File: src/rtl/pwm_capture_pkg.sv
// Purpose: shared CSR map, bit positions and address decode for the PWM capture block.
// Latency: n/a (constants and a pure function only).
// Backpressure: n/a.
package pwm_capture_pkg;

  // CSR byte addresses; only wb_adr_i[7:0] is decoded.
  localparam logic [7:0] ADDR_CTRL   = 8'h00;
  localparam logic [7:0] ADDR_DIV    = 8'h04;
  localparam logic [7:0] ADDR_STATUS = 8'h08;
  localparam logic [7:0] ADDR_PERIOD = 8'h0C;
  localparam logic [7:0] ADDR_HIGH   = 8'h10;

  // CTRL bit positions.
  localparam int CTRL_EN_BIT     = 0;
  localparam int CTRL_IRQ_EN_BIT = 1;

  // STATUS bit positions.
  localparam int STAT_VALID_BIT = 0;
  localparam int STAT_OVF_BIT   = 1;
  localparam int STAT_ARMED_BIT = 2;

  typedef enum logic [2:0] {
    CSR_CTRL,
    CSR_DIV,
    CSR_STATUS,
    CSR_PERIOD,
    CSR_HIGH,
    CSR_NONE
  } csr_sel_e;

  function automatic csr_sel_e decode_csr(input logic [7:0] adr);
    csr_sel_e sel;
    case (adr)
      ADDR_CTRL:   sel = CSR_CTRL;
      ADDR_DIV:    sel = CSR_DIV;
      ADDR_STATUS: sel = CSR_STATUS;
      ADDR_PERIOD: sel = CSR_PERIOD;
      ADDR_HIGH:   sel = CSR_HIGH;
      default:     sel = CSR_NONE;
    endcase
    return sel;
  endfunction

endpackage

File: src/rtl/pwm_capture_sync.sv
// Purpose: bring the asynchronous PWM pin into clk domain and detect its edges.
// Latency: rise/fall assert combinationally in the cycle after the 2nd sampling edge.
// Backpressure: none; free-running pipeline.
//
// Ports:
//   clk, resetb    : clock and async active-low reset
//   pwm_in         : raw asynchronous pin
//   rise, fall     : single-cycle edge pulses derived from the synchronized level
module pwm_capture_sync (
  input  logic clk,
  input  logic resetb,
  input  logic pwm_in,
  output logic rise,
  output logic fall
);

  logic s1_q, s1_d;
  logic s2_q, s2_d;
  logic s3_q, s3_d;

  always_comb begin
    s1_d = pwm_in;
    s2_d = s1_q;
    // s3 is the history flop: the previous synchronized level.
    s3_d = s2_q;
  end

  always_ff @(posedge clk or negedge resetb) begin
    if (!resetb) begin
      s1_q <= 1'b0;
      s2_q <= 1'b0;
      s3_q <= 1'b0;
    end else begin
      s1_q <= s1_d;
      s2_q <= s2_d;
      s3_q <= s3_d;
    end
  end

  assign rise = s2_q & ~s3_q;
  assign fall = ~s2_q & s3_q;

endmodule

File: src/rtl/pwm_capture_wb.sv
// Purpose: Wishbone slave that measures PWM period and high time in prescaled ticks.
// Latency: results land 3 clk edges after the pin change is first sampled; bus acks 1 cycle after request.
// Backpressure: single-cycle ack, at most one ack every other cycle under continuous strobe.
//
// Ports:
//   clk, resetb          : clock and async active-low reset
//   wb_*                 : Wishbone slave (32-bit data, adr[7:0] decoded, any sel bit = full word)
//   pwm_in               : asynchronous PWM pin
//   irq                  : registered level interrupt, IRQ_EN & (VALID | OVF)
module pwm_capture_wb
  import pwm_capture_pkg::*;
#(
  parameter int DIV_BITS = 16,
  parameter int CNT_BITS = 16
) (
  input  logic        clk,
  input  logic        resetb,
  input  logic        wb_stb_i,
  input  logic        wb_cyc_i,
  input  logic        wb_we_i,
  input  logic [3:0]  wb_sel_i,
  input  logic [31:0] wb_dat_i,
  input  logic [31:0] wb_adr_i,
  output logic        wb_ack_o,
  output logic [31:0] wb_dat_o,
  input  logic        pwm_in,
  output logic        irq
);

  // Edge detection on the synchronized pin.
  logic rise;
  logic fall;

  pwm_capture_sync u_sync (
    .clk    (clk),
    .resetb (resetb),
    .pwm_in (pwm_in),
    .rise   (rise),
    .fall   (fall)
  );

  // Bus state.
  logic                ack_q,      ack_d;
  logic [31:0]         dat_o_q,    dat_o_d;

  // CSRs.
  logic                en_q,       en_d;
  logic                irq_en_q,   irq_en_d;
  logic [DIV_BITS-1:0] div_q,      div_d;
  logic                valid_q,    valid_d;
  logic                ovf_q,      ovf_d;
  logic [CNT_BITS-1:0] period_q,   period_d;
  logic [CNT_BITS-1:0] high_q,     high_d;

  // Measurement engine.
  logic [DIV_BITS-1:0] div_cnt_q,  div_cnt_d;
  logic [CNT_BITS-1:0] cnt_q,      cnt_d;
  logic [CNT_BITS-1:0] high_cap_q, high_cap_d;
  logic                armed_q,    armed_d;
  logic                irq_q,      irq_d;

  // Combinational helpers.
  logic        req;
  logic        wr;
  logic        rd;
  csr_sel_e    csr;
  logic [31:0] rd_data;
  logic        tick;
  logic        set_valid;
  logic        set_ovf;
  logic        clr_valid;
  logic        clr_ovf;

  // Upper address bits and unused data bits are intentionally ignored.
  logic unused_ok;
  assign unused_ok = ^{wb_adr_i[31:8], wb_dat_i};

  // Bus decode and read mux.
  always_comb begin
    req     = wb_stb_i & wb_cyc_i & ~ack_q;
    wr      = req & wb_we_i & (|wb_sel_i);
    rd      = req & ~wb_we_i;
    csr     = decode_csr(wb_adr_i[7:0]);
    rd_data = '0;
    case (csr)
      CSR_CTRL: begin
        rd_data[CTRL_EN_BIT]     = en_q;
        rd_data[CTRL_IRQ_EN_BIT] = irq_en_q;
      end
      CSR_DIV:    rd_data[DIV_BITS-1:0] = div_q;
      CSR_STATUS: begin
        rd_data[STAT_VALID_BIT] = valid_q;
        rd_data[STAT_OVF_BIT]   = ovf_q;
        rd_data[STAT_ARMED_BIT] = armed_q;
      end
      CSR_PERIOD: rd_data[CNT_BITS-1:0] = period_q;
      CSR_HIGH:   rd_data[CNT_BITS-1:0] = high_q;
      default:    rd_data = '0;
    endcase
  end

  // Next-state logic.
  always_comb begin
    ack_d      = req;
    dat_o_d    = dat_o_q;
    en_d       = en_q;
    irq_en_d   = irq_en_q;
    div_d      = div_q;
    period_d   = period_q;
    high_d     = high_q;
    div_cnt_d  = div_cnt_q;
    cnt_d      = cnt_q;
    high_cap_d = high_cap_q;
    armed_d    = armed_q;
    set_valid  = 1'b0;
    set_ovf    = 1'b0;
    clr_valid  = 1'b0;
    clr_ovf    = 1'b0;

    // Read data is captured on the same edge that raises ack.
    if (rd) begin
      dat_o_d = rd_data;
    end

    if (wr) begin
      case (csr)
        CSR_CTRL: begin
          en_d     = wb_dat_i[CTRL_EN_BIT];
          irq_en_d = wb_dat_i[CTRL_IRQ_EN_BIT];
        end
        CSR_DIV: div_d = wb_dat_i[DIV_BITS-1:0];
        CSR_STATUS: begin
          clr_valid = wb_dat_i[STAT_VALID_BIT];
          clr_ovf   = wb_dat_i[STAT_OVF_BIT];
        end
        default: ;
      endcase
    end

    // Prescaler. Using >= rather than == means a DIV reduced below the
    // running count ticks immediately instead of wrapping the whole range.
    tick = en_q && (div_cnt_q >= div_q);
    if (!en_q || rise || tick) begin
      div_cnt_d = '0;
    end else begin
      div_cnt_d = div_cnt_q + DIV_BITS'(1);
    end

    // Measurement counter. Rise has priority over any coincident tick, and
    // restarting the prescaler on rise keeps results phase-aligned to the
    // input so exact multiples of DIV+1 divide out cleanly.
    if (!en_q) begin
      cnt_d   = '0;
      armed_d = 1'b0;
    end else if (rise) begin
      if (armed_q) begin
        period_d  = cnt_q;
        high_d    = high_cap_q;
        set_valid = 1'b1;
      end
      armed_d = 1'b1;
      cnt_d   = CNT_BITS'(1);
    end else begin
      if (fall && armed_q) begin
        high_cap_d = cnt_q;
      end
      if (tick && armed_q) begin
        if (&cnt_q) begin
          // Stuck-at input: give up on this measurement and wait for a rise.
          set_ovf = 1'b1;
          armed_d = 1'b0;
        end else begin
          cnt_d = cnt_q + CNT_BITS'(1);
        end
      end
    end

    // A hardware set in the same cycle as a W1C leaves the flag set.
    valid_d = (valid_q & ~clr_valid) | set_valid;
    ovf_d   = (ovf_q & ~clr_ovf) | set_ovf;

    irq_d = irq_en_q & (valid_q | ovf_q);
  end

  always_ff @(posedge clk or negedge resetb) begin
    if (!resetb) begin
      ack_q      <= 1'b0;
      dat_o_q    <= '0;
      en_q       <= 1'b0;
      irq_en_q   <= 1'b0;
      div_q      <= '0;
      valid_q    <= 1'b0;
      ovf_q      <= 1'b0;
      period_q   <= '0;
      high_q     <= '0;
      div_cnt_q  <= '0;
      cnt_q      <= '0;
      high_cap_q <= '0;
      armed_q    <= 1'b0;
      irq_q      <= 1'b0;
    end else begin
      ack_q      <= ack_d;
      dat_o_q    <= dat_o_d;
      en_q       <= en_d;
      irq_en_q   <= irq_en_d;
      div_q      <= div_d;
      valid_q    <= valid_d;
      ovf_q      <= ovf_d;
      period_q   <= period_d;
      high_q     <= high_d;
      div_cnt_q  <= div_cnt_d;
      cnt_q      <= cnt_d;
      high_cap_q <= high_cap_d;
      armed_q    <= armed_d;
      irq_q      <= irq_d;
    end
  end

  assign wb_ack_o = ack_q;
  assign wb_dat_o = dat_o_q;
  assign irq      = irq_q;

endmodule
File: config.mk
export PLATFORM = sky130hd
export DESIGN_NAME = pwm_capture_wb
export DESIGN_NICKNAME = d
export VERILOG_FILES = /design/src/rtl/pwm_capture_pkg.sv /design/src/rtl/pwm_capture_sync.sv /design/src/rtl/pwm_capture_wb.sv
export SDC_FILE = /design/constraint.sdc
export NUM_CORES = 1
export LEC_CHECK = 0
export BUFFER_PORTS_ARGS = -buffer_cell sky130_fd_sc_hd__buf_2
export CAP_MARGIN = 20
export CELL_PAD_IN_SITES_DETAIL_PLACEMENT = 2
export CELL_PAD_IN_SITES_GLOBAL_PLACEMENT = 2
export CORE_ASPECT_RATIO = 1.25
export CORE_MARGIN = 3
export CORE_UTILIZATION = 40
export CTS_BUF_LIST = sky130_fd_sc_hd__clkbuf_8
export DETAILED_ROUTE_END_ITERATION = 8
export PLACE_DENSITY_LB_ADDON = 0.1
export SETUP_SLACK_MARGIN = 0.5
export SYNTH_ARGS = -nofsm -noshare
export SYNTH_HDL_FRONTEND = slang
export SYNTH_SLANG_ARGS = --single-unit
export TNS_END_PERCENT = 20
File: constraint.sdc
create_clock -name clk -period 4.8 [get_ports clk]
set_clock_uncertainty 0.05 [all_clocks]
set_input_delay 0.48 -clock clk [delete_from_list [all_inputs] [get_ports clk]]
set_output_delay 0.48 -clock clk [all_outputs]
set_load 0.05 [all_outputs]
# Word level (Yosys, flattened, before mapping)

Index checks and enable logic that the tools add are counted.

Output and inout port bits: 34
Word-level logic and storage cells: 91
Bits of input ports: 74
Register bits: 122

Order comparisons: 1
Bitwise gates (word level): 20
Reduce and logical (&&, ||, !) cells: 16
Eq/ne operators: 11
$add $sub $neg: 2
Muxes and demuxes: 24

Operators with widths:

| kind                                           | number |
|---|---|
| two-way mux 16 bit                             | 5 |
| case mux 13 bit (3 select lines)               | 1 |
| adder 16 x 1 -> 16 bit (second input constant) | 2 |
| == test 8 x 4 -> 1 bit (second input constant) | 2 |
| >= comparator 16 bit                           | 1 |
| AND reduction 16 bit                           | 1 |
| two-way mux 1 bit                              | 15 |
| case mux 3 bit (5 select lines)                | 1 |
| AND 1 bit                                      | 10 |
| case mux 2 bit (5 select lines)                | 1 |
| == test 8 x 3 -> 1 bit (second input constant) | 1 |
| == test 8 x 5 -> 1 bit (second input constant) | 1 |
| logical NOT 8 bit                              | 1 |
| AND reduction 2 bit                            | 4 |
| inverter 1 bit                                 | 7 |
| == test 3 x 2 -> 1 bit (second input constant) | 2 |
| != test 3 x 2 -> 1 bit (second input constant) | 2 |
| AND reduction 3 bit                            | 2 |
| case mux 1 bit (4 select lines)                | 1 |
| OR reduction 4 bit                             | 1 |
| == test 3 x 1 -> 1 bit (second input constant) | 1 |
| == test 3 bit (second input constant)          | 1 |
| logical AND 1 bit                              | 3 |
| logical NOT 3 bit                              | 1 |
| other kinds (4)                                | 7 |

# Depth between registers and ports, before layout

Gate-level depths: netlist (run 1).

Word-level depth: 8
Depth in mapped cells: 9
Depth with buffers taken out: 8

# Hierarchy

Synthesis (run 1) repeated with hierarchy kept, for this count alone.

Cells, all modules: 513
Area total of the unflattened synthesis: 5859.4 µm²

Modules (own cells, without submodules):

| module           | seq. area each (µm²) | cells each | instances | area an instance (µm²) |
|---|---|---|---|---|
| pwm_capture_wb   | 2977.9               | 508        | 1         | 5769.3 |
| pwm_capture_sync | 75.1                 | 5          | 1         | 90.1 |

# Least setup slack after synthesis (run 1)

OpenSTA, ideal clock, no wires.

Kind: register to register
Start: register div_cnt_q[0]
End: register div_cnt_q[10]
Data required time: 4678 ps
Stages on the path, launching flop included: 10
Clock period less this slack: 2184 ps
Path buffers: 1
Arrival time: 2061 ps
Setup time: 72 ps
Path slack: 2616 ps
Cells stage by stage: dfrtp_1 inv_1 ha_1 nand2b_1 a2111o_1 a41oi_1 nand2_1 a21o_1 clkbuf_1 nor2_1

Cells in the longest elaborated chain, start to end: 4

Ends and longest elaborated chain:

| item                   | line                  | source |
|---|---|---|
| start, declared        | pwm_capture_wb.sv:56  | `logic [DIV_BITS-1:0] div_cnt_q, div_cnt_d;` |
| start signal, assigned | pwm_capture_wb.sv:211 | `div_cnt_q <= div_cnt_d;` |
| >= comparator 16 bit   | pwm_capture_wb.sv:142 | `tick = en_q && (div_cnt_q >= div_q);` |
| logical AND 1 bit      | pwm_capture_wb.sv:142 |  |
| logical OR 1 bit       | pwm_capture_wb.sv:143 | `if (!en_q \|\| rise \|\| tick) begin` |
| two-way mux 16 bit *   | pwm_capture_wb.sv:143 |  |
| net div_cnt_d[10]      | pwm_capture_wb.sv:56  |  |

The timed path passes the listed nets; every way through them passes the cells marked *.
A chain may end at the register's enable or synchronous reset.

# Worst setup path in the final report (run 1)

Start: register div_cnt_q[0]
End: register cnt_q[9]

Cells in the longest elaborated chain, start to end: 5

Ends and longest elaborated chain:

| item                                    | line                  | source |
|---|---|---|
| >= comparator 16 bit                    | pwm_capture_wb.sv:142 |  |
| logical AND 1 bit                       | pwm_capture_wb.sv:142 |  |
| logical AND 1 bit                       | pwm_capture_wb.sv:167 | `if (tick && armed_q) begin` |
| != test 3 x 2 -> 1 bit (no source line) | -                     |  |
| AND reduction 2 bit (no source line)    | -                     |  |
| end signal, assigned                    | pwm_capture_wb.sv:212 | `cnt_q <= cnt_d;` |
| end, declared                           | pwm_capture_wb.sv:57  | `logic [CNT_BITS-1:0] cnt_q, cnt_d;` |

Every way passes these cells.

==> metrics.md, run 1 <==
| Metric | Value |
|---|---|
| Status | finished clean |
| Instance area at placement | 0.00612 sq mm |
| Startpoint of the most critical register-to-register path | div_cnt_q[0] |
| Total global-route track usage | 20.9% |
| Post-layout utilization of the core | 46.9% |
| List of cells traversed by the critical path | inv_1, ha_1, nand2b_1, a2111o_1, a41oi_1, a21o_1, o21ai_0, a21oi_1 |
| Post-layout nets | 656 |
| Critical-path maximum fanout | 31 |
| Type of the most critical hold path | in2async |
| Total Wirelength | 15.6 mm |
| Via density per instance | 5.53 |
| Most area-hungry cell type in the Yosys netlist | sky130_fd_sc_hd__dfrtp_1 |
| Maximum Capacitance Violations | 0 |
| Post-synthesis register bit count | 122 |
| Fraction of final layout cells with drive strength greater than 1 | 24.0% |
| ANT cells | 0 |
| Final-report max-slew violation count | 0 |
| Residual DRC count | 0 |
| CORE AREA | 0.0140 sq mm |
| Global-route track usage on met2 | 36.0% |
| CP peak stage delay | 0.74 ns |
| Maximum clock rate | 0.335 GHz |
| Top area cells in the synthesized netlist | sky130_fd_sc_hd__dfrtp_1, sky130_fd_sc_hd__mux2_2, sky130_fd_sc_hd__ha_1 |
| Crit. End Element | flop |
| Number of placed I/O pins | 108 |
| Final ANT Viol Nets | 0 |
| Setup repair after global routing missed its margin | false |
| Vias in the first global route | 4733 |
| Die Footprint | 0.0159 sq mm |
| Share of the cycle needed by the critical path after routing | 62.3% |
| Max-slew headroom | 43.8% |
| Distinct cells, synth | 46 |
| Clock Tree Buf Depth | 2 |
| Area growth from synthesis to layout | 13.4% |
| IR Drop Worst-Case VDD | 0.164 mV |
| Vias | 4156 |
| Share of async-settable or async-resettable flops after synthesis | 100% |
| Number of hold-slack violations in the final timing report | 0 |
| Row count | 48 |
| Final setup violation count | 0 |
| Clock transition at path regs | 0.07 ns |
| Hold-fix buffer count after cts | 0 |
| Areal power density over the cells | 318 mW/mm^2 |
| Clock buffers created by TritonCTS | 17 |
| Buffering stage count on the worst path with inverters included | 1 |
| Die outline width | 114 um |
| Post-detail-place hpwl | 11.1 mm |
| Syn. warnings | 0 |
| Portion of synthesized cell area occupied by the leading cell type | 52.8% |
| Crit-path slowest cell | sky130_fd_sc_hd__a21o_1 |
| Worst-Margin Slew | 0.844 ns |
| Finished layout cell area | 0.00656 sq mm |
| Clock root buffer | sky130_fd_sc_hd__clkbuf_8 |
| Number of gates resized after cts | 0 |
| TritonRoute pass-1 iters | 4 |
| Starting density of the core | 41.3% |
| Largest net degree at the start of global routing | 51 |
| Dominant synthesized flop cell | sky130_fd_sc_hd__dfrtp_1 |
| GRT met3 Usage | 5.27% |
| Initial antenna violation count | 0 |
| Met1 routing resource usage after global routing | 25.6% |
| Iter 0 DRT Violations | 219 |
| Aggregate global routing overflow | 0 |
| Share of synthesized area occupied by flip-flops and latches | 52.8% |
| Number of instances in the synthesized netlist | 511 |
| Kind of critical path | reg2reg |
| Static leakage | 3.12 nW |
| Routed length per instance | 20.7 um |
| Clock H-tree levels | 4 |
| RePlAce Congestion | 0.756 |
| Average instance area after synthesis | 11.3 sq um |
| First-pass GRT wire length | 25.8 mm |
| TritonCTS clock tree | done |
| Beginning of the critical path | div_cnt_q[0] |
| Worst R2R Setup Slack | 1.81 ns |
| Clock latency reported for the late side of the worst-skew pair | 0.45 ns |
| Final critical-path required period | 2.99 ns |
| # clock sinks | 122 |
| Number of enable-type register cells in the synthesized netlist | 0 |
| Die Y | 140 um |
| Post-CTS setup buffers | 0 |
| Crit-path leading delay family | compound AO/OA/AOI/OAI gates |
| Worst endpoint data arrival time | 3.30 ns |
| Global route hottest layer | met2 |
| Final TNS setup | 0 ns |
| Type of origin of the critical path | flop |
| Post-Syn Area | 0.00578 sq mm |
| Required time at the worst-slack endpoint | 5.11 ns |
| Number of port buffers | 51 |
-- through the flow --
| stage | worst slack, ns | total power, mW | hold WS (ns) | cells |
|---|---|---|---|---|
| 6_report | 1.81 | 2.08 | 0.0186 | 751 |
| 5_1_grt | 1.50 | 2.17 | 0.0427 | 751 |
| 4_1_cts | 1.76 | 2.11 | 0.0229 | 749 |
| 3_5_place_dp | 1.81 | 1.15 | 0.299 | 718 |
| 3_3_place_gp | 1.90 | 1.14 | 0.288 | 718 |
| 2_1_floorplan | 2.62 | 1.11 | 0.134 | 526 |
-- layout make-up --
type / count / area, sq um
fill: 1466 / 7440
sequential: 122 / 3050
multi-input combinational: 348 / 2490
timing repair buffer: 57 / 310
clock buffer: 19 / 262
tap: 175 / 219
clock inverter: 12 / 150
inverter: 18 / 67.6
-- report_power, final --
| part | leakage [nW] | internal [mW] | switching [mW] |
|---|---|---|---|
| Clock | 0.209 | 0.535 | 0.424 |
| Combinational | 1.23 | 0.0184 | 0.0710 |
| Sequential | 1.69 | 1.03 | 0.00388 |
| Total | 3.12 | 1.58 | 0.499 |
-- cells in the final DEF, fill, tap and decap left out, types with 5 or more instances in the layout --
cell	instances
sky130_fd_sc_hd__o31ai_1	5
sky130_fd_sc_hd__nand3_1	20
sky130_fd_sc_hd__ha_1	18
sky130_fd_sc_hd__buf_4	6
sky130_fd_sc_hd__nand2_1	37
sky130_fd_sc_hd__o21ai_1	18
sky130_fd_sc_hd__a22o_1	16
sky130_fd_sc_hd__and3_1	9
sky130_fd_sc_hd__dfrtp_1	122
sky130_fd_sc_hd__o21ai_0	12
sky130_fd_sc_hd__inv_1	19
sky130_fd_sc_hd__clkbuf_8	19
sky130_fd_sc_hd__mux2_2	48
sky130_fd_sc_hd__nand4_1	10
sky130_fd_sc_hd__xor2_1	12
sky130_fd_sc_hd__a21oi_1	28
sky130_fd_sc_hd__nor2_1	22
sky130_fd_sc_hd__mux2_1	18
sky130_fd_sc_hd__or4_1	5
sky130_fd_sc_hd__conb_1	16
sky130_fd_sc_hd__buf_2	50
sky130_fd_sc_hd__or3_1	10
-- cell usage after synthesis, types with 2 or more instances --
master	n
sky130_fd_sc_hd__nor2b_1	3
sky130_fd_sc_hd__and4_1	4
sky130_fd_sc_hd__inv_1	18
sky130_fd_sc_hd__a22o_1	16
sky130_fd_sc_hd__nand4_1	10
sky130_fd_sc_hd__a41oi_1	3
sky130_fd_sc_hd__dfrtp_1	122
sky130_fd_sc_hd__or3_1	10
sky130_fd_sc_hd__buf_4	16
sky130_fd_sc_hd__o2111ai_1	2
sky130_fd_sc_hd__nor2_1	22
sky130_fd_sc_hd__a21o_1	4
sky130_fd_sc_hd__xor2_1	12
sky130_fd_sc_hd__o21ai_0	12
sky130_fd_sc_hd__nand2b_1	3
sky130_fd_sc_hd__nand2_1	37
sky130_fd_sc_hd__clkbuf_1	14
sky130_fd_sc_hd__xnor2_1	3
sky130_fd_sc_hd__buf_2	5
sky130_fd_sc_hd__mux2_2	48
sky130_fd_sc_hd__nor3_1	2
sky130_fd_sc_hd__ha_1	18
sky130_fd_sc_hd__and2_1	4
sky130_fd_sc_hd__mux2_1	18
sky130_fd_sc_hd__a21oi_1	28
sky130_fd_sc_hd__or4_1	5
sky130_fd_sc_hd__buf_6	2
sky130_fd_sc_hd__and3_1	9
sky130_fd_sc_hd__a222oi_1	4
sky130_fd_sc_hd__o31ai_1	5
sky130_fd_sc_hd__o21ai_1	18
sky130_fd_sc_hd__nand3_1	20
-- sequential cells by signal (all words and copies together) (netlist names), 16 cells and up --
signal and flops:
cnt_q 16, period_q 16, wb_dat_o 16, high_cap_q 16, high_q 16, div_cnt_q 16
div_q 16
-- metal layers --
| metal | wire length, um | part of all wire, % | up-vias |
|---|---|---|---|
| li1 | - | - | 1917 |
| met2 | 8250 | 53 | 52 |
| met1 | 6620 | 43 | 2165 |
| met3 | 418 | 2.7 | 22 |
| met5 | 0 | 0 | - |
| met4 | 264 | 1.7 | 0 |
-- path summary, 6_finish.rpt --
check,end,cells after the start
worst max-delay path,cnt_q[9],8
worst min-delay path,div_cnt_q[1],1
worst max register to register,cnt_q[9],8
worst min register to register,u_sync.s2_q,0
max in group asynchronous,div_q[9],2
min in group clk,u_sync.s1_q,1
-- cell families (layout without fill, tap and decap cells) --
family | count (synthesis) | in the layout | synth area share (%)
other cells | 1 | 16 | 0.0648
fa+ha+maj | 18 | 18 | 3.89
xor+xnor | 15 | 15 | 2.27
flops | 122 | 122 | 52.8
mux | 66 | 66 | 12.9
simple gates | 134 | 134 | 12.1
buf+inv | 56 | 106 | 5.04
compound gates | 99 | 99 | 11.0
Note: power is estimated with default switching activity, not from simulation.
==> run 2: changes to the inputs <==
--- a/config.mk
+++ b/config.mk
@@ -11,7 +11,7 @@
 export CELL_PAD_IN_SITES_GLOBAL_PLACEMENT = 2
 export CORE_ASPECT_RATIO = 1.25
 export CORE_MARGIN = 3
-export CORE_UTILIZATION = 40
+export CORE_UTILIZATION = 34
 export CTS_BUF_LIST = sky130_fd_sc_hd__clkbuf_8
 export DETAILED_ROUTE_END_ITERATION = 8
 export PLACE_DENSITY_LB_ADDON = 0.1
==> constraint.sdc (replaced) <==
create_clock -name clk -period 2.6 [get_ports clk]
set_clock_uncertainty 0.05 [all_clocks]
set_input_delay 0.26 -clock clk [delete_from_list [all_inputs] [get_ports clk]]
set_output_delay 0.26 -clock clk [all_outputs]
set_load 0.05 [all_outputs]
==> run 2 against run 1 <==
  * Count of clock-buffer cells in the layout rose by 2
  * Setup slack got worse by 1.6 ns
  * Largest cell class unchanged
  * Die area rose by 17%
  * Sequential share of layout area fell by 5.4 points
  * Register-to-register slack got worse by 1.6 ns
  * Clock power rose by 93%
  * Via count rose by 5.8%
  * Final cell count rose by 13%
==> metrics.md, run 2 (same netlist as run 1, synthesis figures left out) <==
| Metric | Value |
|---|---|
| ANT cells | 0 |
| Most frequent cells in the layout | sky130_fd_sc_hd__dfrtp_1, sky130_fd_sc_hd__buf_2, sky130_fd_sc_hd__mux2_2 |
| Iter 0 DRT Violations | 216 |
| Share of the cycle needed by the critical path after routing | 90.8% |
| RePlAce Congestion | 0.784 |
| Maximum clock rate | 0.424 GHz |
| Via density per instance | 5.20 |
| Post-detail-place hpwl | 11.2 mm |
| Overall Power | 3.98 mW |
| Setup repair after global routing missed its margin | true |
| Worst hold path stage count | 3 |
| Crit. End Element | flop |
| Internal power component | 3.02 mW |
| Number of hold-slack violations in the final timing report | 0 |
| Number of placed I/O pins | 108 |
| Total Wirelength | 17.3 mm |
| Hold Path Sink | wb_ack_o |
| Row count | 52 |
| Required time at the worst-slack endpoint | 2.92 ns |
| Static leakage | 3.46 nW |
| Most common library cell in the layout ignoring fill and taps | sky130_fd_sc_hd__dfrtp_1 |
| Vias in the first global route | 4999 |
| Final ANT Viol Nets | 0 |
| Depth of the worst register-to-register path | 9 |
| Fraction of power spent switching nets | 24.0% |
| Maximum Capacitance Violations | 0 |
| Worst R2R Setup Slack | 0.24 ns |
| Max-slew headroom | 49.0% |
| Clock latency reported for the late side of the worst-skew pair | 0.44 ns |
| Initial antenna violation count | 0 |
| TritonRoute pass-1 iters | 5 |
| Type of the most critical hold path | in2reg |
| CORE AREA | 0.0165 sq mm |
| Number of port buffers | 51 |
| Clock transition at path regs | 0.08 ns |
| Worst endpoint data arrival time | 2.68 ns |
| Final-report max-slew violation count | 0 |
| Clock root buffer | sky130_fd_sc_hd__clkbuf_8 |
| RR Endpoint | cnt_q[10] |
| Clock Tree Buf Depth | 2 |
| Post-layout nets | 709 |
| Die Y | 152 um |
| Worst-Margin Slew | 0.765 ns |
| IR Drop Worst-Case VDD | 0.305 mV |
| Total global-route track usage | 19.1% |
| # clock sinks | 122 |
| First-pass GRT wire length | 27.4 mm |
| Type of origin of the critical path | flop |
| Kind of critical path | reg2reg |
| Clock H-tree levels | 4 |
| Proportion of power drawn by combinational gates | 5.5% |
| Final critical-path required period | 2.36 ns |
| Clock buffers created by TritonCTS | 17 |
| Routed length per instance | 20.5 um |
| Total of fill cells in the finished design | 1680 |
| Final setup violation count | 0 |
| Vias | 4396 |
| Largest net degree at the start of global routing | 57 |
| Total net switching power | 0.955 mW |
| Clk network pwr share | 46.4% |
| Critical-path maximum fanout | 8 |
| Status | finished clean |
| Post-layout utilization of the core | 45.2% |
| Final TNS setup | 0 ns |
| Fraction of final layout cells with drive strength greater than 1 | 35.6% |
| Areal power density over the cells | 535 mW/mm^2 |
| Startpoint of the most critical register-to-register path | cnt_q[1] |
| Die outline width | 123 um |
| Area growth from synthesis to layout | 28.5% |
| Hold Crit Start | wb_stb_i |
| Power share of the sequential group | 48.1% |
| Die Footprint | 0.0186 sq mm |
| Residual DRC count | 0 |
| Starting density of the core | 35.1% |
| TritonCTS clock tree | done |
| Aggregate global routing overflow | 0 |
[run 2: timing repair]
item	4_1_cts	5_1_grt
buffers inserted	13	10
endpoints found under the setup margin	34	34
pin swaps	17	30
hold buffers	16	0
gates resized for setup	24	38
hold endpoints to repair	67	0
gates cloned	3	1
[run 2: critical path: stages, from the launching register on]
cell and delay (ns):
sky130_fd_sc_hd__dfrtp_2 0.45, sky130_fd_sc_hd__ha_1 0.23, sky130_fd_sc_hd__and3_1 0.26, sky130_fd_sc_hd__nand3_1 0.15, sky130_fd_sc_hd__o2111ai_2 0.13, sky130_fd_sc_hd__a21o_4 0.26
sky130_fd_sc_hd__buf_12 0.13, sky130_fd_sc_hd__buf_16 0.13, sky130_fd_sc_hd__or3_1 0.36, sky130_fd_sc_hd__a21oi_2 0.14
[run 2: worst max path at each step]
stage / from / to / slack, ns / cells past startpoint
2_1_floorplan: div_cnt_q[0] / cnt_q[0] / 0.50 / 9
3_3_place_gp: div_cnt_q[0] / div_cnt_q[15] / 0.15 / 8
3_5_place_dp: div_q[15] / cnt_q[11] / 0.05 / 9
4_1_cts: div_cnt_q[11] / cnt_q[8] / 0.19 / 8
5_1_grt: div_q[10] / cnt_q[10] / 0.13 / 10
6_report: cnt_q[1] / cnt_q[10] / 0.24 / 9
[run 2: final cells by class]
type                            instances  area, sq um  area share, %
Clock inverter                         11          143           1.92
Clock buffer                           21          289           3.89
Multi-Input combinational cell        349         2760           37.1
Tap cell                              216          270           3.64
Inverter                               18         67.6          0.909
Sequential cell                       122         3060           41.1
Timing Repair Buffer                  109          848           11.4
[run 2: per-stage QoR]
stage	area, sq um	worst slack (ns)	std cells	hold WS, ns
2_1_floorplan	5860	0.502	526	-0.0856
3_3_place_gp	6300	0.151	770	0.290
3_5_place_dp	6310	0.0486	771	0.297
4_1_cts	7190	0.193	835	0.0141
5_1_grt	7430	0.126	846	0.0286
6_report	7430	0.240	846	0.0441
[run 2: power groups by stage]
stage               sequential (mW)  clock [mW]  combinational (mW)
detailed placement             1.95           0               0.177
finish                         1.91        1.85               0.219
CTS                            1.91        1.89               0.212
global placement               1.95           0               0.171
floorplan                      1.95           0              0.0997
global route                   1.91        1.97               0.241
[run 2: layer usage]
| metal | vias up | GRT usage [%] | share of wire (%) |
|---|---|---|---|
| li1 | 2025 | - | - |
| met1 | 2303 | 23.8 | 43 |
| met2 | 46 | 33.7 | 54 |
| met3 | 22 | 3.68 | 1.7 |
| met4 | 0 | 4.80 | 1.4 |
| met5 | - | 0 | 0 |
==> run 3: changes to the inputs <==
--- a/config.mk
+++ b/config.mk
@@ -5,13 +5,14 @@
 export SDC_FILE = /design/constraint.sdc
 export NUM_CORES = 1
 export LEC_CHECK = 0
+export ABC_AREA = 1
 export BUFFER_PORTS_ARGS = -buffer_cell sky130_fd_sc_hd__buf_2
 export CAP_MARGIN = 20
 export CELL_PAD_IN_SITES_DETAIL_PLACEMENT = 2
 export CELL_PAD_IN_SITES_GLOBAL_PLACEMENT = 2
 export CORE_ASPECT_RATIO = 1.25
 export CORE_MARGIN = 3
-export CORE_UTILIZATION = 34
+export CORE_UTILIZATION = 31
 export CTS_BUF_LIST = sky130_fd_sc_hd__clkbuf_8
 export DETAILED_ROUTE_END_ITERATION = 8
 export PLACE_DENSITY_LB_ADDON = 0.1
==> run 3 against run 2 <==
  * Via count increased by 17%
  * Hold slack got worse by 0.015 ns
  * Critical path type unchanged
  * Largest power group unchanged
  * Combinational power decreased by 2%
  * Power increased by 0.67%
  * Non-clock buffer count decreased by 26
  * Sequential cell count unchanged
  * Synthesized cell count increased by 43%
  * Sequential share of layout area about the same
  * Global-route usage decreased by 1.8 points
==> metrics.md, run 3 <==
| Metric | Value |
|---|---|
| Maximum clock rate | 0.494 GHz |
| Post-layout worst setup margin | 0.574 ns |
| Average instance area after synthesis | 8.30 sq um |
| Internal power component | 3.05 mW |
| Setup repair after global routing missed its margin | true |
| Worst-Margin Slew | 0.584 ns |
| Post-detail-place hpwl | 12.9 mm |
| Clock root buffer | sky130_fd_sc_hd__clkbuf_8 |
| Starting density of the core | 32.0% |
| Kind of critical path | reg2reg |
| Clk network pwr share | 46.7% |
| Number of hold-slack violations in the final timing report | 0 |
| Clock transition at path regs | 0.08 ns |
| Portion of synthesized cell area occupied by the leading cell type | 50.3% |
| Met1 routed wirelength after detailed routing | 7.33 mm |
| Post-Syn Area | 0.00607 sq mm |
| Clock Tree Buf Depth | 2 |
| Most common library cell in the layout ignoring fill and taps | sky130_fd_sc_hd__nand2_1 |
| Final ANT Viol Nets | 0 |
| Most repeated cell in the gate-level netlist after synthesis | sky130_fd_sc_hd__nand2_1 |
| Die Y | 162 um |
| Final standard cell count with taps included and fillers excluded | 1088 |
| Share of synthesized area occupied by flip-flops and latches | 50.3% |
| Status | finished clean |
| Share of async-settable or async-resettable flops after synthesis | 100% |
| Worst endpoint data arrival time | 2.30 ns |
| Via density per instance | 4.72 |
| Proportion of power drawn by combinational gates | 5.4% |
| Die Footprint | 0.0213 sq mm |
| Clock buffers created by TritonCTS | 17 |
| Final Hold Slack | 0.0292 ns |
| Initial antenna violation count | 0 |
| Total Wirelength | 17.6 mm |
| Total global-route track usage | 17.4% |
| ANT cells | 0 |
| Clock H-tree levels | 4 |
| Share of the cycle needed by the critical path after routing | 77.9% |
| Required time at the worst-slack endpoint | 2.87 ns |
| Max-slew headroom | 61.1% |
| IR Drop Worst-Case VDD | 0.294 mV |
| Final-report max-slew violation count | 0 |
| Most instantiated cells after synthesis | sky130_fd_sc_hd__nand2_1, sky130_fd_sc_hd__dfrtp_1, sky130_fd_sc_hd__inv_1 |
| Dominant synthesized flop cell | sky130_fd_sc_hd__dfrtp_1 |
| Distinct cells, synth | 37 |
| Critical-path maximum fanout | 3 |
| Number of port buffers | 51 |
| Most frequent cells in the layout | sky130_fd_sc_hd__nand2_1, sky130_fd_sc_hd__dfrtp_1, sky130_fd_sc_hd__inv_1 |
| Areal power density over the cells | 539 mW/mm^2 |
| Number of instances in the synthesized netlist | 731 |
| DR top layer | met4 |
| Most area-hungry cell type in the Yosys netlist | sky130_fd_sc_hd__dfrtp_1 |
| RePlAce Congestion | 0.786 |
| Dpl ws | 0.222 ns |
| Fraction of final layout cells with drive strength greater than 1 | 20.0% |
| Power share of the sequential group | 48.0% |
| Met3 Routed Length | 368 um |
| TritonRoute pass-1 iters | 4 |
| Post-synthesis register bit count | 122 |
| Syn. warnings | 0 |
| First-pass GRT wire length | 29.8 mm |
| Type of the most critical hold path | in2reg |
| Clock latency reported for the late side of the worst-skew pair | 0.43 ns |
| Total net switching power | 0.955 mW |
| Crit. End Element | flop |
| Number of enable-type register cells in the synthesized netlist | 0 |
| TritonCTS clock tree | done |
| Vias | 5134 |
| Number of cells after detailed placement | 1035 |
| Vias in the first global route | 5795 |
| Iter 0 DRT Violations | 127 |
| Type of origin of the critical path | flop |
| Largest net degree at the start of global routing | 59 |
| Final TNS setup | 0 ns |
| Area growth from synthesis to layout | 22.4% |
| Row count | 56 |
| Die outline width | 131 um |
| Static leakage | 3.55 nW |
| Post-layout nets | 906 |
| CORE AREA | 0.0190 sq mm |
| Routed length per instance | 16.2 um |
| # clock sinks | 122 |
| Top area cells in the synthesized netlist | sky130_fd_sc_hd__dfrtp_1, sky130_fd_sc_hd__nand2_1, sky130_fd_sc_hd__o21ai_0 |
| Residual DRC count | 0 |
| Met2 routed WL | 9.68 mm |
| Fraction of power spent switching nets | 23.9% |
| Final setup violation count | 0 |
| Number of placed I/O pins | 108 |
| Maximum Capacitance Violations | 0 |
| Aggregate global routing overflow | 0 |
| Final critical-path required period | 2.03 ns |
## run 3: changes by cell type after synthesis, moves of 9 or more
cell,change
sky130_fd_sc_hd__a21oi_1,+15
sky130_fd_sc_hd__a22o_1,-15
sky130_fd_sc_hd__and3_1,-9
sky130_fd_sc_hd__inv_1,+67
sky130_fd_sc_hd__mux2_1,-18
sky130_fd_sc_hd__mux2_2,-34
sky130_fd_sc_hd__nand2_1,+137
sky130_fd_sc_hd__nand3_1,+11
sky130_fd_sc_hd__nor2_1,+48
sky130_fd_sc_hd__nor3_1,+16
sky130_fd_sc_hd__o21ai_0,+60
sky130_fd_sc_hd__o21ai_1,-16
sky130_fd_sc_hd__or3_1,-10
## run 3: power by group through the flow
stage	combinational, mW	clock (mW)	sequential (mW)
after detailed placement	0.207	0	1.96
after global placement	0.202	0	1.96
final	0.215	1.87	1.92
after floorplan	0.102	0	1.98
after CTS	0.218	1.94	1.92
after global routing	0.238	2.02	1.92
## run 3: through the flow
stage | total power, mW | util, % | instance area [sq um]
floorplan | 2.09 | - | 6130
global placement | 2.16 | 34.8 | 6600
detailed placement | 2.16 | 34.8 | 6600
CTS | 4.08 | 38.4 | 7300
global route | 4.18 | 39.1 | 7430
finish | 4.00 | 39.1 | 7430
## run 3: worst paths after layout
check,start,to,slack (ns),cells past startpoint
max in group asynchronous,resetb,div_q[14],1.41,3
setup / recovery,div_cnt_q[1],div_cnt_q[12],0.57,12
setup reg to reg,div_cnt_q[1],div_cnt_q[12],0.57,12
hold reg to reg,u_sync.s1_q,u_sync.s2_q,0.30,0
min in group asynchronous,resetb,div_cnt_q[3],0.31,2
hold / removal,wb_dat_i[10],div_q[10],0.03,3
## run 3: area by class of cell
| cell class | instances | area (sq um) |
|---|---|---|
| Inverter | 91 | 343 |
| Tap cell | 261 | 327 |
| Sequential cell | 122 | 3060 |
| Timing Repair Buffer | 83 | 553 |
| Fill cell | 2124 | 11600 |
| Multi-Input combinational cell | 499 | 2710 |
| Clock inverter | 13 | 175 |
| Clock buffer | 19 | 262 |
## run 3: worst max-delay path, cell delays in order, from the launching register on
cell and delay (ns):
sky130_fd_sc_hd__dfrtp_1 0.39, sky130_fd_sc_hd__ha_1 0.20, sky130_fd_sc_hd__nand3_1 0.12, sky130_fd_sc_hd__nor2_1 0.16
sky130_fd_sc_hd__nand2_1 0.15, sky130_fd_sc_hd__nor2_4 0.13, sky130_fd_sc_hd__nand2_1 0.09, sky130_fd_sc_hd__nor2_4 0.12
sky130_fd_sc_hd__nand3_2 0.12, sky130_fd_sc_hd__nor2_1 0.19, sky130_fd_sc_hd__nand2_1 0.07, sky130_fd_sc_hd__nand2_1 0.07
sky130_fd_sc_hd__nor2_1 0.04
## run 3: logic make-up (layout without fill, tap and decap cells)
kind of cell,Yosys count,count (layout),synth area share [%]
other,1,16,0.0618
multiplexers,14,14,2.60
buffers and inverters,126,206,9.11
AO/OA/AOI/OAI,124,124,10.5
XOR/XNOR,11,11,1.59
AND/OR/NAND/NOR,315,316,22.1
adder cells (fa/ha/maj),18,18,3.71
flip-flops,122,122,50.3
## run 3: timing repair
item	4_1_cts	5_1_grt
pin swaps	4	5
hold buffers	6	0
setup endpoints to repair	28	31
gates cloned	2	0
resized for setup	23	22
hold endpoints to repair	43	0
setup buffers	7	6
## run 3: routing by layer
metal,vias up,track usage (%)
li1,2482,-
met1,2585,19.8
met2,47,33.0
met3,20,3.43
met4,0,4.87
met5,-,0
